[config.mk]
export PLATFORM = sky130hd
export DESIGN_NAME = canny_pixel_source
export DESIGN_NICKNAME = d
export VERILOG_FILES = /design/src/rtl/canny_pkg.sv /design/src/rtl/raster_counter.sv /design/src/rtl/canny_pixel_source.sv
export SDC_FILE = /design/constraint.sdc
export NUM_CORES = 1
export LEC_CHECK = 0
export BUFFER_PORTS_ARGS = -buffer_cell sky130_fd_sc_hd__buf_2
export CELL_PAD_IN_SITES_DETAIL_PLACEMENT = 1
export CELL_PAD_IN_SITES_GLOBAL_PLACEMENT = 2
export CORE_MARGIN = 3
export CORE_UTILIZATION = 25
export CTS_CLUSTER_DIAMETER = 30
export DETAILED_ROUTE_END_ITERATION = 10
export PLACE_DENSITY = 0.68
export SYNTH_ARGS = -nofsm -noshare
export SYNTH_HDL_FRONTEND = slang
export SYNTH_SLANG_ARGS = --single-unit
[constraint.sdc]
create_clock -name clk -period 4.35 [get_ports clk]
set_input_delay 1.0875 -clock clk [delete_from_list [all_inputs] [get_ports clk]]
set_output_delay 1.0875 -clock clk [all_outputs]
set_load 0.05 [all_outputs]
[src/rtl/canny_pkg.sv]
// Project-wide constants and shared types for the canny_edge pixel path.
package canny_pkg;

    localparam int IMG_W = 512;
    localparam int IMG_H = 512;
    localparam int PAD   = 1;

    typedef enum logic [1:0] {
        IDLE   = 2'd0,
        STREAM = 2'd1,
        FLUSH  = 2'd2
    } state_t;

    // Line width seen by the edge pipeline once the zero border is added.
    function automatic int padded_w(input int img_w, input int pad);
        return img_w + 2 * pad;
    endfunction

    localparam int PAD_W = padded_w(IMG_W, PAD);

endpackage

[src/rtl/raster_counter.sv]
// Column/row position counter over a W x H raster, with end-of-line and end-of-frame flags.
module raster_counter #(
    parameter int W  = 6,
    parameter int H  = 5,
    parameter int CW = (W > 1) ? $clog2(W) : 1,
    parameter int RW = (H > 1) ? $clog2(H) : 1
) (
    input  logic          i_clk,
    input  logic          i_rst,
    input  logic          i_clear,
    input  logic          i_advance,
    output logic [CW-1:0] o_col,
    output logic [RW-1:0] o_row,
    output logic          o_last_col,
    output logic          o_last_pos
);

    localparam logic [CW-1:0] LP_COL_LAST = CW'(W - 1);
    localparam logic [RW-1:0] LP_ROW_LAST = RW'(H - 1);

    logic [CW-1:0] r_col;
    logic [RW-1:0] r_row;

    always_ff @(posedge i_clk) begin
        if (i_rst || i_clear) begin
            r_col <= '0;
            r_row <= '0;
        end else if (i_advance) begin
            if (r_col == LP_COL_LAST) begin
                r_col <= '0;
                r_row <= (r_row == LP_ROW_LAST) ? '0 : r_row + 1'b1;
            end else begin
                r_col <= r_col + 1'b1;
            end
        end
    end

    assign o_col      = r_col;
    assign o_row      = r_row;
    assign o_last_col = (r_col == LP_COL_LAST);
    assign o_last_pos = (r_col == LP_COL_LAST) && (r_row == LP_ROW_LAST);

endmodule

[src/rtl/canny_pixel_source.sv]
// Streams one zero-padded greyscale frame from a synchronous-read memory, one pixel per clock,
// then emits trailing zeros so the edge pipeline drains, and pulses done.
module canny_pixel_source #(
    parameter int IMG_W        = canny_pkg::IMG_W,
    parameter int IMG_H        = canny_pkg::IMG_H,
    parameter int PAD          = canny_pkg::PAD,
    parameter int FLUSH_CYCLES = 4096,
    parameter int ADDR_W       = 18
) (
    input  logic              clk,
    input  logic              rst,
    input  logic              start,
    output logic              mem_rd_en,
    output logic [ADDR_W-1:0] mem_addr,
    input  logic [7:0]        mem_rd_data,
    output logic [7:0]        PixelData,
    output logic              pix_valid,
    output logic              sof,
    output logic              eol,
    output logic              busy,
    output logic              done
);
    import canny_pkg::*;

    localparam int W  = padded_w(IMG_W, PAD);
    localparam int H  = IMG_H + 2 * PAD;
    localparam int CW = (W > 1) ? $clog2(W) : 1;
    localparam int RW = (H > 1) ? $clog2(H) : 1;
    localparam int FW = $clog2(FLUSH_CYCLES + 1);

    localparam logic [CW-1:0]     LP_COL_LO     = CW'(PAD);
    localparam logic [CW-1:0]     LP_COL_HI     = CW'(PAD + IMG_W);
    localparam logic [RW-1:0]     LP_ROW_LO     = RW'(PAD);
    localparam logic [RW-1:0]     LP_ROW_HI     = RW'(PAD + IMG_H);
    localparam logic [ADDR_W-1:0] LP_IMG_W_A    = ADDR_W'(IMG_W);
    localparam logic [ADDR_W-1:0] LP_PAD_A      = ADDR_W'(PAD);
    localparam logic [FW-1:0]     LP_FLUSH_LAST = FW'(FLUSH_CYCLES - 1);

    state_t            r_state;
    state_t            w_next_state;
    logic              w_accept;
    logic              w_streaming;
    logic              w_flush_last;
    logic [CW-1:0]     w_col;
    logic [RW-1:0]     w_row;
    logic              w_last_col;
    logic              w_last_pos;
    logic              w_pad;
    logic [ADDR_W-1:0] w_addr;
    logic [FW-1:0]     r_flush_cnt;

    logic              r_s1_valid;
    logic              r_s1_pad;
    logic              r_s1_sof;
    logic              r_s1_eol;
    logic [7:0]        r_pix_data;
    logic              r_pix_valid;
    logic              r_sof;
    logic              r_eol;

    raster_counter #(
        .W  (W),
        .H  (H),
        .CW (CW),
        .RW (RW)
    ) u_raster (
        .i_clk      (clk),
        .i_rst      (rst),
        .i_clear    (w_accept),
        .i_advance  (w_streaming),
        .o_col      (w_col),
        .o_row      (w_row),
        .o_last_col (w_last_col),
        .o_last_pos (w_last_pos)
    );

    always_ff @(posedge clk) begin
        if (rst) begin
            r_state <= IDLE;
        end else begin
            r_state <= w_next_state;
        end
    end

    always_comb begin
        w_next_state = r_state;
        case (r_state)
            IDLE:    if (start)        w_next_state = STREAM;
            STREAM:  if (w_last_pos)   w_next_state = FLUSH;
            FLUSH:   if (w_flush_last) w_next_state = IDLE;
            default:                   w_next_state = IDLE;
        endcase
    end

    // The flush window is counted on the output side: the two in-flight frame pixels
    // still show pix_valid=1 after entering FLUSH and are not counted.
    always_comb begin
        w_accept     = (r_state == IDLE) && start;
        w_streaming  = (r_state == STREAM);
        w_flush_last = (r_state == FLUSH) && !r_pix_valid && (r_flush_cnt == LP_FLUSH_LAST);
        busy         = (r_state != IDLE);
        done         = w_flush_last;
    end

    always_ff @(posedge clk) begin
        if (rst || (r_state != FLUSH)) begin
            r_flush_cnt <= '0;
        end else if (!r_pix_valid) begin
            r_flush_cnt <= r_flush_cnt + 1'b1;
        end
    end

    always_comb begin
        w_pad = (w_col < LP_COL_LO) || (w_col >= LP_COL_HI) ||
                (w_row < LP_ROW_LO) || (w_row >= LP_ROW_HI);
        w_addr = (ADDR_W'(w_row) - LP_PAD_A) * LP_IMG_W_A + (ADDR_W'(w_col) - LP_PAD_A);
        mem_rd_en = w_streaming && !w_pad;
        mem_addr  = mem_rd_en ? w_addr : '0;
    end

    // Stage 1 shadows the memory read; stage 2 is the output register.
    always_ff @(posedge clk) begin
        if (rst) begin
            r_s1_valid  <= 1'b0;
            r_s1_pad    <= 1'b0;
            r_s1_sof    <= 1'b0;
            r_s1_eol    <= 1'b0;
            r_pix_data  <= 8'd0;
            r_pix_valid <= 1'b0;
            r_sof       <= 1'b0;
            r_eol       <= 1'b0;
        end else begin
            r_s1_valid  <= w_streaming;
            r_s1_pad    <= w_pad;
            r_s1_sof    <= w_streaming && (w_col == '0) && (w_row == '0);
            r_s1_eol    <= w_streaming && w_last_col;
            r_pix_data  <= (r_s1_valid && !r_s1_pad) ? mem_rd_data : 8'd0;
            r_pix_valid <= r_s1_valid;
            r_sof       <= r_s1_sof;
            r_eol       <= r_s1_eol;
        end
    end

    assign PixelData = r_pix_data;
    assign pix_valid = r_pix_valid;
    assign sof       = r_sof;
    assign eol       = r_eol;

endmodule

# Word level (Yosys, flattened, before mapping)
# Cells that the tools add are included.
# W data, S select, Z words.
# totals
in_bits,11
ff_bits,50
# op_classes
reduce_logical,24
mux,7
n_lt_le_gt_ge,4
bitwise_logic,1
n_eq_ne,9
add_sub_neg,6
# ops
operator,n
$add A10 B1 Y10 const B,2
$eq A10 B10 Y1 const B,2
$ge A10 B10 Y1 const B,2
$logic_not A10 Y1,2
$lt A10 B1 Y1 const B,2
$mux W10,2
$add A18 B18 Y18,1
$mux W18,1
$add A13 B1 Y13 const B,1
$eq A13 B12 Y1 const B,1
$sub A10 B1 Y11 const B,1
$logic_and A1 B1 Y1,9
$sub A9 B1 Y9 const B,1
$mux W2,3
$ne A2 B2 Y1 const B,3
$pmux W2 S3,1
$logic_or A1 B1 Y1,5
$logic_not A1 Y1,3
$reduce_and A3 Y1,1
$eq A2 B1 Y1 const B,1
$eq A2 B2 Y1 const B,1
$logic_not A2 Y1,1
$ne A2 B1 Y1 const B,1
$reduce_and A2 Y1,1
3 further kinds,3

# Depth between registers and ports, before layout
# logic_depth
depth_word,7
mapped_depth,13
mapped_depth_nobuf,11

# Hierarchy
# Synthesis repeated with hierarchy kept, for this count alone.
# hier_totals
hier_cells,336
area_unflattened_um2,2952.8
# modules_own_cells
module,n_inst,area_per_inst_um2,seq_area_each_um2,cells_per_inst
canny_pixel_source,1,1935.6,600.6,222
raster_counter,1,1017.2,400.4,114

# Least setup slack after synthesis
# OpenSTA, ideal clock, no wires.
# synth_path
path_kind,register -> output
from,reg u_raster.r_col[2] (netlist: u_raster.o_col[2])
to,out mem_addr[17]
setup_slack_ns,-0.686
stages_incl_launch_ff,13
path_buffers,2
t_arrival_ns,3.949
required_time_ns,3.263
path_cell_list,dfxtp_1 buf_6 or4_4 buf_6 or4_4 or2_2 nor2_1 ha_1 a21o_1 a21o_1 a21oi_1 o211ai_1 a21oi_1
# synth_between
elab_chain_len,7
# synth_lines
element,line_no,source
start: declaration,raster_counter.sv:21,logic [CW-1:0] r_col;
start signal: assignment,raster_counter.sv:33,r_col <= r_col + 1'b1;
"parallel branches: the longest is 6 deep, another holds $add A18 B18 Y18",n/a,
$mux W18 *,canny_pixel_source.sv:118,mem_addr = mem_rd_en ? w_addr : '0;
end: declaration,canny_pixel_source.sv:14,"output logic [ADDR_W-1:0] mem_addr,"
# Every way passes the cells marked *.

# Final worst setup path
# layout_path
from,reg u_raster.r_col[2] (netlist: u_raster.o_col[2])
to,out mem_addr[15]
# Same word-level chain as after synthesis.

==> reports/metrics.csv <==
stage,metric,value,unit
outcome,status,finished with violations,
outcome,violations,negative setup slack,
synth,synth.cell_area,0.002924,mm^2
power,combPwrFrac,11.7,%
clock_network,cts.clk_slew.worst_paths,0.07,ns
timing,worst_slew_pin_slew,0.7619,ns
floorplan,start_util,26.28,%
timing,finalSetupTns,-0.4279,ns
synth,yosysTopAreaCellShare,34.23,%
grt,grt_pass1_vias,2689,
timing,fin_crit,4.592,ns
power,p_clk_share,44.0,%
worst_setup_path,worstSetupPathType,reg2out,
grt,grt_pass1_wl,13550,um
place,place_area,0.003392,mm^2
worst_setup_path,cp.arrival,3.50,ns
clock_network,cts_buffer_depth,2,
grt,track_usage,12.67,%
worst_setup_path,r2r-start,u_raster.o_col[2],
floorplan,die_h,114.2,um
place,hpwl,5858,um
drt,totalWireLength,8059,um
timing,rsz0062_at_grt,yes,
drt,ant_nets,0,
synth,ys_seq_area_share,34.23,%
synth,synthTopCellsByArea,"dfxtp_1, ha_1, xor2_1, nor2_1, xnor2_1",
power,swShare,24.97,%
job,cap_violations,0,
floorplan,pin_count,43,
grt,grt_max_degree,18,
synth,synth_cell_types,55,
clock_network,htreeDepth,2,
grt,overflow,0,
synth,avgSynthCellArea,8.703,um^2
clock_network,insertion_delay,0.29,ns
power,powerDensity,279.5,mW/mm^2
floorplan,core,0.01113,mm^2
timing,fmax,217.8,MHz
grt,antenna_found_initial,0,
timing,period_share,105.6,%
clock_network,cts.sinks,50,
worst_setup_path,r2r_end,u_raster.o_row[8],
clock_network,root_buffer,clkbuf_16,
drt,drc_errors,0,
floorplan,dieArea,0.01303,mm^2
synth,syn_nets,364,
place,dpl.cell_count,518,
worst_hold_path,hp-class,reg2reg,
floorplan,die_w,114.2,um
finish,final_area,0.003762,mm^2
timing,slew_headroom,48.74,%
worst_setup_path,start_kind,flop,
drt,wl_per_cell,15.15,um
synth,synth_top_area_cell,dfxtp_1,
finish,area_delta_synth_final,28.67,%
worst_hold_path,holdPathEnd,eol,
timing,final-setup-viol-count,3,
worst_setup_path,crit_path_end_kind,primary output,
power,p_sw,262.6,uW
worst_setup_path,required,3.26,ns
synth,synthMostInstantiatedCell,dfxtp_1,
drt,drt_first_pass_iters,4,
finish,diodes,0,
power,seqPwrFrac,44.3,%
timing,hold_viol,0,
finish,nets,419,
place,globalplace.congestion,0.7900,
drt,routed_via_density,4.840,
clock_network,cts_buffers,5,
timing,drv_slew,0,
clock_network,cts_tree,done,
worst_setup_path,rr_worst_depth,6,
finish,fin_cells,532,
power,ir_worst_vdd,0.1517,mV
worst_hold_path,hold_start,r_s1_eol,
finish,layout-drive-gt1-share,28.83,%
drt,vias,2575,
synth,synth_seq_cells,50,
synth,netlist_instances,336,
synth,synth_edf_count,0,
power,leakage,0.001525,uW
synth,ys_async_sr_fraction,0,%
synth,yosys_warnings,0,
floorplan,rows,38,
timing,fin_skew,0.005125,ns
synth,synthFlopType,dfxtp_1,
worst_setup_path,rrSetupSlack,1.65,ns
worst_hold_path,hold_depth,1,
drt,drt-initial-drc-count,94,
worst_setup_path,path_max_fanout,4,
timing,worst_slack,-0.2418,ns
place,portBuffers,42,
power,p_int,788.8,uW
clock_network,ctsHoldBuffers,0,
synth,netlist_top_cells_count,"dfxtp_1, nor2_1, xor2_1",
[worst max-delay path by stage]
stage	cells after the start	to	from	slack (ns)
2_1_floorplan	11	mem_addr[17]	u_raster.o_col[2]	-0.03
5_1_grt	12	mem_addr[15]	u_raster.o_col[2]	-0.34
6_report	12	mem_addr[15]	u_raster.o_col[2]	-0.24
3_5_place_dp	12	mem_addr[17]	u_raster.o_col[2]	-0.02
4_1_cts	12	mem_addr[17]	u_raster.o_col[2]	-0.21
3_3_place_gp	10	mem_addr[17]	u_raster.o_col[2]	0.07
[per-layer routing]
layer | wire length (um) | GRT usage (%)
met1 | 3977 | 17.26
met2 | 3755 | 20.84
met3 | 227 | 2.167
met5 | 0 | 0
met4 | 98 | 3.088
[flip-flops by register name (all words and copies together) (netlist names)]
signal          cells
eol                 1
r_s1_eol            1
pix_valid           1
u_raster.o_row     10
r_s1_sof            1
u_raster.o_col     10
r_flush_cnt        13
r_s1_valid          1
PixelData           8
r_s1_pad            1
sof                 1
r_state             2
[layout by cell type (no fill, tap or decap), types with 3 or more instances in the layout]
cell type   n
and2_1     10
o21ai_0     6
clkbuf_16   5
nand4b_1    3
ha_1       11
inv_1      12
nor3_1     10
nand3_1    13
or3_1       9
o31ai_1     3
and3_1      7
or4_1       5
xnor2_1    13
xnor2_2     3
nor2_1     37
nor4_1      5
buf_4      20
nor2b_1     7
mux2i_1     3
ha_4        3
buf_2      36
nand2_1    16
dfxtp_1    50
a21oi_1    13
nand4_1     7
xor2_1     17
buf_6       3
a21o_1      4
nor2_4      8
[cell type report]
cell class | count | area, um^2
Fill cell | 1337 | 7363
Multi-Input combinational cell | 258 | 1929
Sequential cell | 50 | 1001
Timing Repair Buffer | 63 | 434.2
Tap cell | 140 | 175.2
Clock buffer | 5 | 125.1
Clock inverter | 3 | 48.80
Inverter | 13 | 48.80
[through the flow]
stage | power, uW | utilization, % | setup WS (ns) | hold WS (ns)
3_3_place_gp | 578.8 | 30.49 | 0.06749 | 0.4295
2_1_floorplan | 551.6 | - | -0.02901 | 0.4138
6_report | 1051 | 33.82 | -0.2418 | 0.4461
4_1_cts | 1061 | 33.21 | -0.2121 | 0.4501
5_1_grt | 1099 | 33.82 | -0.3419 | 0.4691
3_5_place_dp | 579.9 | 30.49 | -0.01921 | 0.4300
[worst max-delay path, stage by stage, from the launching register on]
cell and delay (ns):
dfxtp_1 0.31, or4_4 0.53, or4_4 0.48, o21ai_2 0.13, nand2b_1 0.07, ha_2 0.20
fa_2 0.39, a21o_1 0.18, a21o_4 0.23, a21o_1 0.19, a211oi_2 0.26, a211oi_4 0.07
buf_6 0.16
[what timing repair did]
item / 4_1_cts / 5_1_grt
buffers inserted: 5 / 1
pin swaps: 10 / 2
resized for setup: 20 / 10
endpoints found under the setup margin: 7 / 16
[power groups by stage]
stage / clock network (uW) / registers [uW] / logic [uW]
floorplan: 0 / 482 / 70.0
global placement: 0 / 477 / 102
detailed placement: 0 / 477 / 103
CTS: 479 / 466 / 116
global route: 496 / 467 / 136
finish: 462 / 466 / 123
[kinds of logic after synthesis]
| logic type | synth area share [%] |
|---|---|
| and+or+nand+nor | 30.08 |
| DFF | 34.23 |
| AOI/OAI and AO/OA | 10.44 |
| xor gates and xnor gates | 10.95 |
| buffers and inverters | 4.963 |
| adders and majority gates | 7.531 |
| muxes | 1.797 |
No activity file was read; power rests on OpenSTA's default activity.
